### src/rtl/dm_ctrl_pkg.sv
// Shared types for the data-memory access controller: size codes, FSM states
// and the request-legality rule used at accept time.
package dm_ctrl_pkg;

    localparam logic [1:0] SZ_BYTE    = 2'b00;
    localparam logic [1:0] SZ_HALF    = 2'b01;
    localparam logic [1:0] SZ_WORD    = 2'b10;
    localparam logic [1:0] SZ_ILLEGAL = 2'b11;

    typedef enum logic [2:0] {
        IDLE,
        RD,
        RDW,
        WR,
        RESP
    } state_t;

    // Request attributes captured on accept; the address is kept separately
    // because its width follows the controller parameter.
    typedef struct packed {
        logic        we;
        logic [1:0]  size;
        logic        is_unsigned;
        logic [31:0] wdata;
    } req_attr_t;

    // True for any request that must be answered with an error: halfword on an
    // odd byte, word off a 4-byte boundary, or the reserved size code.
    function automatic logic misaligned(input logic [1:0] size,
                                        input logic [1:0] addr_lo);
        logic bad;
        case (size)
            SZ_BYTE: bad = 1'b0;
            SZ_HALF: bad = addr_lo[0];
            SZ_WORD: bad = (addr_lo != 2'b00);
            default: bad = 1'b1;
        endcase
        return bad;
    endfunction

    function automatic logic is_word_store(input logic we, input logic [1:0] size);
        return we && (size == SZ_WORD);
    endfunction

endpackage

### src/rtl/dm_ctrl_if.sv
// Request/response and memory-side signal bundle of the data-memory controller.
// slave = controller, master = CPU side, mem = the word-wide data memory.
interface dm_ctrl_if #(
    parameter int ADDR_W = 12
);

    logic              req_valid;
    logic              req_ready;
    logic              req_we;
    logic [1:0]        req_size;
    logic              req_unsigned;
    logic [ADDR_W-1:0] req_addr;
    logic [31:0]       req_wdata;

    logic              resp_valid;
    logic [31:0]       resp_rdata;
    logic              resp_err;

    logic [ADDR_W-3:0] mem_addr;
    logic [31:0]       mem_din;
    logic              mem_we;
    logic [31:0]       mem_dout;

    modport slave (
        input  req_valid, req_we, req_size, req_unsigned, req_addr, req_wdata,
        output req_ready,
        output resp_valid, resp_rdata, resp_err,
        output mem_addr, mem_din, mem_we,
        input  mem_dout
    );

    modport master (
        output req_valid, req_we, req_size, req_unsigned, req_addr, req_wdata,
        input  req_ready,
        input  resp_valid, resp_rdata, resp_err
    );

    modport mem (
        input  mem_addr, mem_din, mem_we,
        output mem_dout
    );

endinterface

### src/rtl/dm_lane_align.sv
// Byte-lane steering between a 32-bit memory word and right-aligned CPU data:
// extract+extend for loads, lane merge for sub-word stores (little-endian).
module dm_lane_align
    import dm_ctrl_pkg::*;
(
    input  logic [31:0] word,
    input  logic [1:0]  addr_lo,
    input  logic [1:0]  size,
    input  logic        is_unsigned,
    input  logic [31:0] wdata,
    output logic [31:0] load_val,
    output logic [31:0] store_word
);

    logic [7:0]  byte_lane;
    logic [15:0] half_lane;

    assign byte_lane = word[{addr_lo, 3'b000} +: 8];
    assign half_lane = word[{addr_lo[1], 4'b0000} +: 16];

    always_comb begin
        // NOTE: every output gets a default before the case so no path leaves it
        // unassigned -- otherwise synthesis infers a latch.
        load_val   = '0;
        store_word = word;
        case (size)
            SZ_BYTE: begin
                load_val = {{24{~is_unsigned & byte_lane[7]}}, byte_lane};
                store_word[{addr_lo, 3'b000} +: 8] = wdata[7:0];
            end
            SZ_HALF: begin
                load_val = {{16{~is_unsigned & half_lane[15]}}, half_lane};
                store_word[{addr_lo[1], 4'b0000} +: 16] = wdata[15:0];
            end
            SZ_WORD: begin
                load_val   = word;
                store_word = wdata;
            end
            default: begin
                load_val   = '0;
                store_word = word;
            end
        endcase
    end

endmodule

### src/rtl/dm_ctrl.sv
// Load/store sequencer for a single-port, word-only, registered-read data memory.
// Sub-word loads extract from the read word; sub-word stores do read-modify-write.
module dm_ctrl
    import dm_ctrl_pkg::*;
#(
    parameter int ADDR_W = 12
) (
    input  logic     clk,
    input  logic     rst_n,
    dm_ctrl_if.slave bus
);

    state_t            state;
    state_t            next_state;

    req_attr_t         lat_req;
    logic [ADDR_W-1:0] lat_addr;

    logic              accept;
    logic              req_bad;
    logic              req_word_store;

    logic [31:0]       load_val;
    logic [31:0]       store_word;

    logic [31:0]       resp_rdata_q;
    logic              resp_err_q;
    logic [31:0]       mem_din_q;

    logic              ready_c;
    logic              resp_valid_c;
    logic              mem_we_c;

    assign accept         = bus.req_valid && (state == IDLE);
    assign req_bad        = misaligned(bus.req_size, bus.req_addr[1:0]);
    assign req_word_store = is_word_store(bus.req_we, bus.req_size);

    dm_lane_align u_align (
        .word        (bus.mem_dout),
        .addr_lo     (lat_addr[1:0]),
        .size        (lat_req.size),
        .is_unsigned (lat_req.is_unsigned),
        .wdata       (lat_req.wdata),
        .load_val    (load_val),
        .store_word  (store_word)
    );

    // NOTE: sequential state uses non-blocking assignments so every flop samples
    // the pre-edge values, independent of process evaluation order.
    always_ff @(posedge clk or negedge rst_n) begin
        if (!rst_n) begin
            state <= IDLE;
        end else begin
            state <= next_state;
        end
    end

    always_comb begin
        next_state = state;
        case (state)
            IDLE: begin
                if (accept) begin
                    if (req_bad)             next_state = RESP;
                    else if (req_word_store) next_state = WR;
                    else                     next_state = RD;
                end
            end
            RD:      next_state = RDW;
            RDW:     next_state = lat_req.we ? WR : RESP;
            WR:      next_state = RESP;
            RESP:    next_state = IDLE;
            default: next_state = IDLE;
        endcase
    end

    // Strobes decode straight from the state so an async reset drops them at once.
    always_comb begin
        ready_c      = 1'b0;
        resp_valid_c = 1'b0;
        mem_we_c     = 1'b0;
        case (state)
            IDLE:    ready_c      = 1'b1;
            WR:      mem_we_c     = 1'b1;
            RESP:    resp_valid_c = 1'b1;
            default: ;
        endcase
    end

    // Request latch and result registers; response fields only change on the
    // edge that enters RESP, so they hold steady between responses.
    always_ff @(posedge clk or negedge rst_n) begin
        if (!rst_n) begin
            lat_req      <= '0;
            lat_addr     <= '0;
            resp_rdata_q <= '0;
            resp_err_q   <= 1'b0;
            mem_din_q    <= '0;
        end else begin
            if (accept) begin
                lat_req.we          <= bus.req_we;
                lat_req.size        <= bus.req_size;
                lat_req.is_unsigned <= bus.req_unsigned;
                lat_req.wdata       <= bus.req_wdata;
                lat_addr            <= bus.req_addr;
                if (req_word_store && !req_bad) begin
                    mem_din_q <= bus.req_wdata;
                end
                if (req_bad) begin
                    resp_rdata_q <= '0;
                    resp_err_q   <= 1'b1;
                end
            end
            case (state)
                RDW: begin
                    if (lat_req.we) begin
                        mem_din_q <= store_word;
                    end else begin
                        resp_rdata_q <= load_val;
                        resp_err_q   <= 1'b0;
                    end
                end
                WR: begin
                    resp_rdata_q <= '0;
                    resp_err_q   <= 1'b0;
                end
                default: ;
            endcase
        end
    end

    assign bus.req_ready  = ready_c;
    assign bus.resp_valid = resp_valid_c;
    assign bus.resp_rdata = resp_rdata_q;
    assign bus.resp_err   = resp_err_q;
    assign bus.mem_we     = mem_we_c;
    assign bus.mem_addr   = lat_addr[ADDR_W-1:2];
    assign bus.mem_din    = mem_din_q;

endmodule

### src/flat_wrapper.sv
// flat-port wrapper written by rule: the top's interface ports become plain ports
module dm_ctrl_flat import dm_ctrl_pkg::*;
#(
    parameter int ADDR_W = 12
)
  (clk, rst_n, bus_req_valid, bus_req_we, bus_req_size, bus_req_unsigned, bus_req_addr, bus_req_wdata, bus_req_ready, bus_resp_valid, bus_resp_rdata, bus_resp_err, bus_mem_addr, bus_mem_din, bus_mem_we, bus_mem_dout);
  dm_ctrl_if #(.ADDR_W(ADDR_W)) bus_i ();
  input  logic clk;
  input  logic rst_n;
  input wire logic [$bits(bus_i.req_valid)-1:0] bus_req_valid;
  input wire logic [$bits(bus_i.req_we)-1:0] bus_req_we;
  input wire logic [$bits(bus_i.req_size)-1:0] bus_req_size;
  input wire logic [$bits(bus_i.req_unsigned)-1:0] bus_req_unsigned;
  input wire logic [$bits(bus_i.req_addr)-1:0] bus_req_addr;
  input wire logic [$bits(bus_i.req_wdata)-1:0] bus_req_wdata;
  output wire logic [$bits(bus_i.req_ready)-1:0] bus_req_ready;
  output wire logic [$bits(bus_i.resp_valid)-1:0] bus_resp_valid;
  output wire logic [$bits(bus_i.resp_rdata)-1:0] bus_resp_rdata;
  output wire logic [$bits(bus_i.resp_err)-1:0] bus_resp_err;
  output wire logic [$bits(bus_i.mem_addr)-1:0] bus_mem_addr;
  output wire logic [$bits(bus_i.mem_din)-1:0] bus_mem_din;
  output wire logic [$bits(bus_i.mem_we)-1:0] bus_mem_we;
  input wire logic [$bits(bus_i.mem_dout)-1:0] bus_mem_dout;
  assign bus_i.req_valid = bus_req_valid;
  assign bus_i.req_we = bus_req_we;
  assign bus_i.req_size = bus_req_size;
  assign bus_i.req_unsigned = bus_req_unsigned;
  assign bus_i.req_addr = bus_req_addr;
  assign bus_i.req_wdata = bus_req_wdata;
  assign bus_req_ready = bus_i.req_ready;
  assign bus_resp_valid = bus_i.resp_valid;
  assign bus_resp_rdata = bus_i.resp_rdata;
  assign bus_resp_err = bus_i.resp_err;
  assign bus_mem_addr = bus_i.mem_addr;
  assign bus_mem_din = bus_i.mem_din;
  assign bus_mem_we = bus_i.mem_we;
  assign bus_i.mem_dout = bus_mem_dout;
  dm_ctrl #(.ADDR_W(ADDR_W)) u_core (.clk(clk), .rst_n(rst_n), .bus(bus_i));
endmodule
### config.mk
export PLATFORM = sky130hd
export DESIGN_NAME = dm_ctrl_flat
export DESIGN_NICKNAME = d
export VERILOG_FILES = /design/src/rtl/dm_ctrl_pkg.sv /design/src/rtl/dm_ctrl_if.sv /design/src/rtl/dm_lane_align.sv /design/src/rtl/dm_ctrl.sv /design/src/flat_wrapper.sv
export SDC_FILE = /design/constraint.sdc
export NUM_CORES = 1
export LEC_CHECK = 0
export ABC_AREA = 1
export CORE_UTILIZATION = 40
export CTS_BUF_LIST = sky130_fd_sc_hd__clkbuf_2
export DETAILED_ROUTE_END_ITERATION = 8
export DONT_BUFFER_PORTS = 1
export PLACE_DENSITY_LB_ADDON = 0.25
export SETUP_SLACK_MARGIN = 0.05
export SYNTH_ARGS = -nofsm -noshare
export SYNTH_HDL_FRONTEND = slang
export SYNTH_SLANG_ARGS = --single-unit
### constraint.sdc
create_clock -name clk -period 3.5 [get_ports clk]
set_input_delay 0.525 -clock clk [delete_from_list [all_inputs] [get_ports clk]]
set_output_delay 0.525 -clock clk [all_outputs]
set_load 0.005 [all_outputs]
==> results of run 1 <==
==> state kept, by name (all words and copies together) (netlist names) <==
signal,flops
u_core.state,3
u_core.lat_addr,12
u_core.bus.resp_err,1
u_core.bus.mem_din,32
u_core.lat_req,36
u_core.bus.resp_rdata,32
==> cell usage after synthesis, drive strengths merged <==
cell	instances	share of area [%]
ha	5	0.82
nor3	2	0.13
clkinv	2	0.099
nor2	59	3.7
nand4	10	0.82
o22ai	14	1.2
o21bai	1	0.099
a21oi	47	3.1
dfrtp	116	38
nand2	454	23
inv	153	7.6
buf	55	4.3
a22oi	17	1.7
o21ai	96	6.3
clkbuf	20	0.99
o21a	14	1.4
o211ai	21	2.1
nand3	74	4.9
==> cell usage in the layout, fill, tap and decap left out, types with 11 or more instances in the layout <==
cell type / count
o21ai_0: 81
nand3_1: 72
dfrtp_1: 115
a21oi_1: 47
a22oi_1: 17
o22ai_1: 14
o211ai_1: 21
nor2_1: 52
clkbuf_2: 18
o21ai_1: 15
dlygate4sd3_1: 60
inv_1: 148
o21a_1: 14
nand2_1: 450
buf_4: 11
==> layer usage <==
layer  wire, um  vias to the layer above  share of wire (%)  track usage (%)
met5          0                        -                  0                0
met4        752                        0                2.9             11.0
met3       2010                       46                7.9             6.37
met2      11500                      321                 45             40.9
met1      11200                     3543                 44             36.1
li1           -                     3672                  -                -
==> logic make-up (layout without fill, tap and decap cells) <==
group / count (synthesis) / after routing
buffers and inverters: 230 / 259
AND/OR/NAND/NOR: 599 / 599
other: 0 / 2
flip-flops: 116 / 116
AO/OA/AOI/OAI: 210 / 210
adder cells (fa/ha/maj): 5 / 5
==> timing repair <==
item / 4_1_cts / 5_1_grt
hold buffers: 61 / 0
hold endpoints to repair: 191 / 0
buffers inserted: 0 / 0
==> report_power, final <==
group	leakage (uW)	internal, uW	total (uW)	switching (uW)
sequential	0.00143	1970	2640	672
clock	0.000135	325	914	589
combinational	0.00300	1180	3540	2360
total	0.00456	3470	7100	3620
==> worst max-delay path: stages (launching register included) <==
cell	delay, ps
dfrtp_2	760
buf_4	410
ha_1	480
nand3_1	400
o22ai_1	250
nand2_1	80
nand2_1	70
nand2_1	50
nand2_1	60
==> final cells by class <==
type	count	area, sq um
fillers	1999	10200
multi-input cells	814	3720
flip-flops and latches	116	2900
repair buffers	72	711
inverters	155	584
well taps	234	293
clock inverters	14	136
clock buffers	18	90.1
diodes	2	5.00
==> metrics by stage <==
stage / cell area, sq um / power (uW) / utilization, %
global placement: 7580 / 6060 / 40.7
detailed placement: 7580 / 6090 / 40.7
floorplan: 7600 / 5320 / -
CTS: 8440 / 7100 / 45.2
global route: 8440 / 7770 / 45.3
finish: 8440 / 7100 / 45.3
==> worst max path at each step <==
stage	from	to	slack [ps]	depth (start not counted)
2_1_floorplan	u_core.lat_addr[0]$_DFFE_PN0N_	u_core.bus.mem_din[30]$_DFF_PN0_	1630	11
3_3_place_gp	u_core.lat_req[33]$_DFFE_PN0N_	u_core.bus.mem_din[11]$_DFF_PN0_	1020	6
3_5_place_dp	u_core.lat_addr[1]$_DFFE_PN0N_	u_core.bus.mem_din[29]$_DFF_PN0_	1010	8
4_1_cts	u_core.lat_addr[1]$_DFFE_PN0N_	u_core.bus.mem_din[16]$_DFF_PN0_	950	10
5_1_grt	u_core.lat_addr[1]$_DFFE_PN0N_	u_core.bus.mem_din[17]$_DFF_PN0_	650	10
6_report	u_core.lat_addr[1]$_DFFE_PN0N_	u_core.bus.mem_din[29]$_DFF_PN0_	850	8
==> impl_metrics.csv, run 1 <==
group,metric,value,unit
timing,finalHoldViolCount,0,
hold_path,hold_end,"u_core.lat_req[25]$_DFFE_PN0N_",
timing,finalCritPeriodShare,75.6,%
synthesis,synth_area,7600,sq um
clock_tree,cts_made_buffers,17,
synthesis,synthXorXnorAreaFrac,0,%
job,drv_cap,0,
hold_path,whs_path_depth,3,
die,die_w,140,um
setup_path,crit_path_start_kind,"flop",
synthesis,synth_nets,1248,
synthesis,ys_seq_area_share,38.2,%
detailed_routing,initialDrtViolationCount,758,
die,die_h,140,um
clock_tree,clockBufferDepth,2,
timing,timing.slew.headroom,35.3,%
synthesis,synth-adder-area-share,0.823,%
clock_tree,post_cts_resized,0,
timing,period_minus_slack,2650,ps
place,place_ws,1010,ps
setup_path,cp_max_fo,38,
die,dieArea,19600,sq um
timing,clock_skew,37.6,ps
global_route,grt_pass1_wl,40100,um
synthesis,synth_compound_area_share,15.8,%
finish,area_growth,11.1,%
finish,final_cells,1425,
setup_path,crit_arrival,3300,ps
clock_tree,cts.sinks,116,
timing,setup_ws,852,ps
die,io_pins,161,
die,core-area,18600,sq um
power_and_ir_drop,peakVddDrop,0.279,mV
place,dp_cells,1330,
global_route,grt_pass1_vias,7225,
clock_tree,cts_tree,"done",
synthesis,netlist_instances,1160,
place,port_buffers,0,
finish,drive_above_1_share,5.13,%
timing,worstMarginPinSlew,970,ps
synthesis,muxShareOfSynthArea,0,%
clock_tree,cts-root-buf,"clkbuf_2",
detailed_routing,via_per_inst,5.32,
timing,holdWs,45.6,ps
synthesis,synth_warnings,0,
detailed_routing,vias,7582,
run_status,status,"completed",
timing,setup_tns,0,ps
detailed_routing,drc_errors,0,
synthesis,synth_seq_cells,116,
global_route,grt_use_total,26.7,%
setup_path,r2r_start,"u_core.lat_addr[1]$_DFFE_PN0N_",
die,rows,50,
power_and_ir_drop,p_leak,0.00456,uW
setup_path,r2r_setup_slack,850,ps
timing,setup_viol,0,
global_route,antenna_found_initial,1,
global_route,gr-total-overflow,0,
detailed_routing,drtAntennaViolNets,0,
finish,final_nets,1264,
setup_path,critPathKind,"flop to flop",
timing,grt_setup_unrepaired,"no",
die,start_util,40.8,%
timing,fmax,0.378,GHz
detailed_routing,wire_per_inst,17.9,um
synthesis,postSynthAreaPerCell,6.55,sq um
setup_path,rr_endpoint,"u_core.bus.mem_din[29]$_DFF_PN0_",
hold_path,hold_path.class,"primary input to flop",
hold_path,min_from,"bus_req_wdata[25]",
clock_tree,clk_pin_slew,210,ps
synthesis,synth_top_family_by_area,"simple AND/OR/NAND/NOR gates",
place,gp_congestion,0.910,
synthesis,synth_cell_types,30,
timing,drv_slew,0,
global_route,grt_max_degree,117,
synthesis,yosys.area_share.simple,32.2,%
clock_tree,cts-htree-levels,4,
setup_path,ff2ff_path_depth,8,
setup_path,cp_data_required_time,4160,ps
clock_tree,clock_latency,740,ps
detailed_routing,routed_wl,25500,um
setup_path,critPathCaptureType,"flop",
power_and_ir_drop,power_density,841,nW/um^2
detailed_routing,first_pass_iters,8,
place,dp_hpwl,17800,um
No activity file was read; power rests on OpenSTA's default activity.
==> run 2, diff against run 1 <==
clock period = 2.2 ns   (was 3.5 ns; I/O delays follow)
==> impl_metrics.csv, run 2 (synthesis results as in run 1) <==
group,metric,value,unit
run_status,status,"finished with violations",
run_status,violations,"hold timing",
setup_path,crit_family,"simple AND/OR/NAND/NOR gates",
detailed_routing,wire_per_inst,17.4,um
timing,holdWs,-740,ps
setup_path,cpMaxStageDelayCell,"dfrtp_2",
clock_tree,postCtsSetupRepairBufs,0,
die,start_util,40.8,%
detailed_routing,drc_errors,0,
detailed_routing,wl_met2,11600,um
setup_path,ff2ff_path_depth,10,
finish,drive_above_1_share,5.43,%
place,dp_hpwl,17500,um
timing,finalCritPeriodShare,88.8,%
power_and_ir_drop,peakVddDrop,0.577,mV
detailed_routing,wl_met3,2200,um
setup_path,worst-path-buf-inv,2,
finish,nFillCells,2004,
job,drv_cap,0,
power_and_ir_drop,p_leak,0.00468,uW
timing,timing.slew.headroom,57.7,%
detailed_routing,via_per_inst,5.24,
clock_tree,cts-htree-levels,4,
detailed_routing,drtAntennaViolNets,0,
place,gp_congestion,0.923,
global_route,grt_pass1_wl,40300,um
timing,finalHoldViolCount,116,
setup_path,cp_data_required_time,2870,ps
finish,area_growth,14.1,%
setup_path,critPathMaxStageDelay,430,ps
setup_path,critPathKind,"flop to flop",
global_route,grt_use_total,26.5,%
finish,largest_register_ffs,36,
setup_path,r2r_setup_slack,250,ps
die,rows,50,
place,port_buffers,0,
setup_path,r2r_start,"u_core.lat_addr[1]$_DFFE_PN0N_",
place,dp_cells,1341,
clock_tree,cts.sinks,116,
detailed_routing,top_layer_used,"met4",
clock_tree,cts_tree,"done",
timing,setup_tns,0,ps
finish,final_cells,1452,
power_and_ir_drop,power_density,1290,nW/um^2
setup_path,crit_path_start_kind,"flop",
timing,clock_skew,47.4,ps
global_route,antenna_found_initial,1,
timing,worstMarginPinSlew,634,ps
setup_path,path_common_cell,"nand2_1",
global_route,gr-total-overflow,0,
detailed_routing,first_pass_iters,5,
die,die_w,140,um
die,core-area,18600,sq um
clock_tree,cts-root-buf,"clkbuf_2",
setup_path,critPathCaptureType,"flop",
setup_path,cp_max_fo,9,
timing,setup_viol,0,
die,io_pins,161,
timing,fmax,0.512,GHz
global_route,grt_pass1_vias,7244,
finish,layout_common_cells,"450 x nand2_1, 148 x inv_1, 115 x dfrtp_1",
detailed_routing,initialDrtViolationCount,649,
clock_tree,cts_made_buffers,17,
die,die_h,140,um
die,dieArea,19600,sq um
detailed_routing,routed_wl,25200,um
setup_path,crit_arrival,2620,ps
finish,final_nets,1295,
finish,final_cell_area,8670,sq um
finish,top_register,"u_core.lat_req",
timing,drv_slew,0,
hold_path,hold_path.class,"primary input to async pin",
setup_path,cp_cell_sequence,"inv_1 > ha_1 > inv_1 > nor2_2 > nand2_1 > o22ai_1 > nand2_1 > nand2_1 > nand2_1 > nand2_1",
detailed_routing,met1_length,11000,um
setup_path,rr_endpoint,"u_core.bus.mem_din[14]$_DFF_PN0_",
clock_tree,clk_pin_slew,210,ps
clock_tree,clockBufferDepth,2,
timing,period_minus_slack,1950,ps
clock_tree,holdBufCountCts,81,
detailed_routing,vias,7615,
global_route,grt_max_degree,117,
timing,grt_setup_unrepaired,"no",
clock_tree,clock_latency,730,ps
finish,final_common_cell,"nand2_1",
place,dpl_cell_area,7690,sq um
setup_path,startpoint,"u_core.lat_addr[1]$_DFFE_PN0N_",
## run 2: cell types whose count changed in the layout (fill, tap and decap cells not counted), moves of 2 or more
| cell | delta |
|---|---|
| clkinv_1 | +2 |
| buf_12 | +2 |
| inv_6 | -2 |
| dlygate4sd3_1 | +21 |
| clkinvlp_4 | -3 |
| buf_4 | +9 |
## run 2: metal layers
metal,vias up,GRT usage (%)
met3,36,7.85
met4,0,8.50
met1,3539,35.2
met2,300,41.4
li1,3740,-
met5,-,0
## run 2: where the power goes
part,total (uW),switching [uW],internal [uW]
sequential,4030,892,3140
combinational,5980,3930,2060
clock,1210,845,362
## run 2: repair_timing
action	CTS	global route
hold endpoints to repair	230	116
endpoints found under the setup margin	0	2
gates resized for setup	0	1
## run 2: worst max path at each step
stage | end | cells after the start | slack [ps]
2_1_floorplan | u_core.bus.mem_din[30]$_DFF_PN0_ | 11 | 330
6_report | u_core.bus.mem_din[14]$_DFF_PN0_ | 10 | 250
4_1_cts | bus_req_ready | 3 | 250
3_5_place_dp | u_core.bus.resp_rdata[18]$_DFF_PN0_ | 8 | 360
5_1_grt | u_core.bus.mem_din[14]$_DFF_PN0_ | 10 | 70
3_3_place_gp | u_core.bus.resp_rdata[30]$_DFF_PN0_ | 8 | 380
## run 2: final cells by class
| type | instances | area [sq um] | area share [%] |
|---|---|---|---|
| diodes | 2 | 5.00 | 0.0577 |
| clock buffers | 18 | 90.1 | 1.04 |
| clock inverters | 10 | 70.1 | 0.808 |
| inverters | 155 | 584 | 6.74 |
| multi-input cells | 814 | 3720 | 42.9 |
| flip-flops and latches | 116 | 2900 | 33.5 |
| well taps | 234 | 293 | 3.38 |
| repair buffers | 103 | 1000 | 11.5 |
## run 2: metrics by stage
stage	setup slack, ps	utilization, %	power, uW
final	245	46.5	11200
after global routing	68.7	46.5	12300
after CTS	253	46.4	11200
after detailed placement	356	41.2	9860
after global placement	377	41.2	9800
after floorplan	327	-	8460
## run 2: worst register-to-register path, delay by kind of cell (launching register included)
kind	cells	cell delay (ps)
AND/OR/NAND/NOR	6	800
AO/OA/AOI/OAI	1	190
adder cells (fa/ha/maj)	1	290
buffers and inverters	2	190
flip-flops	1	430
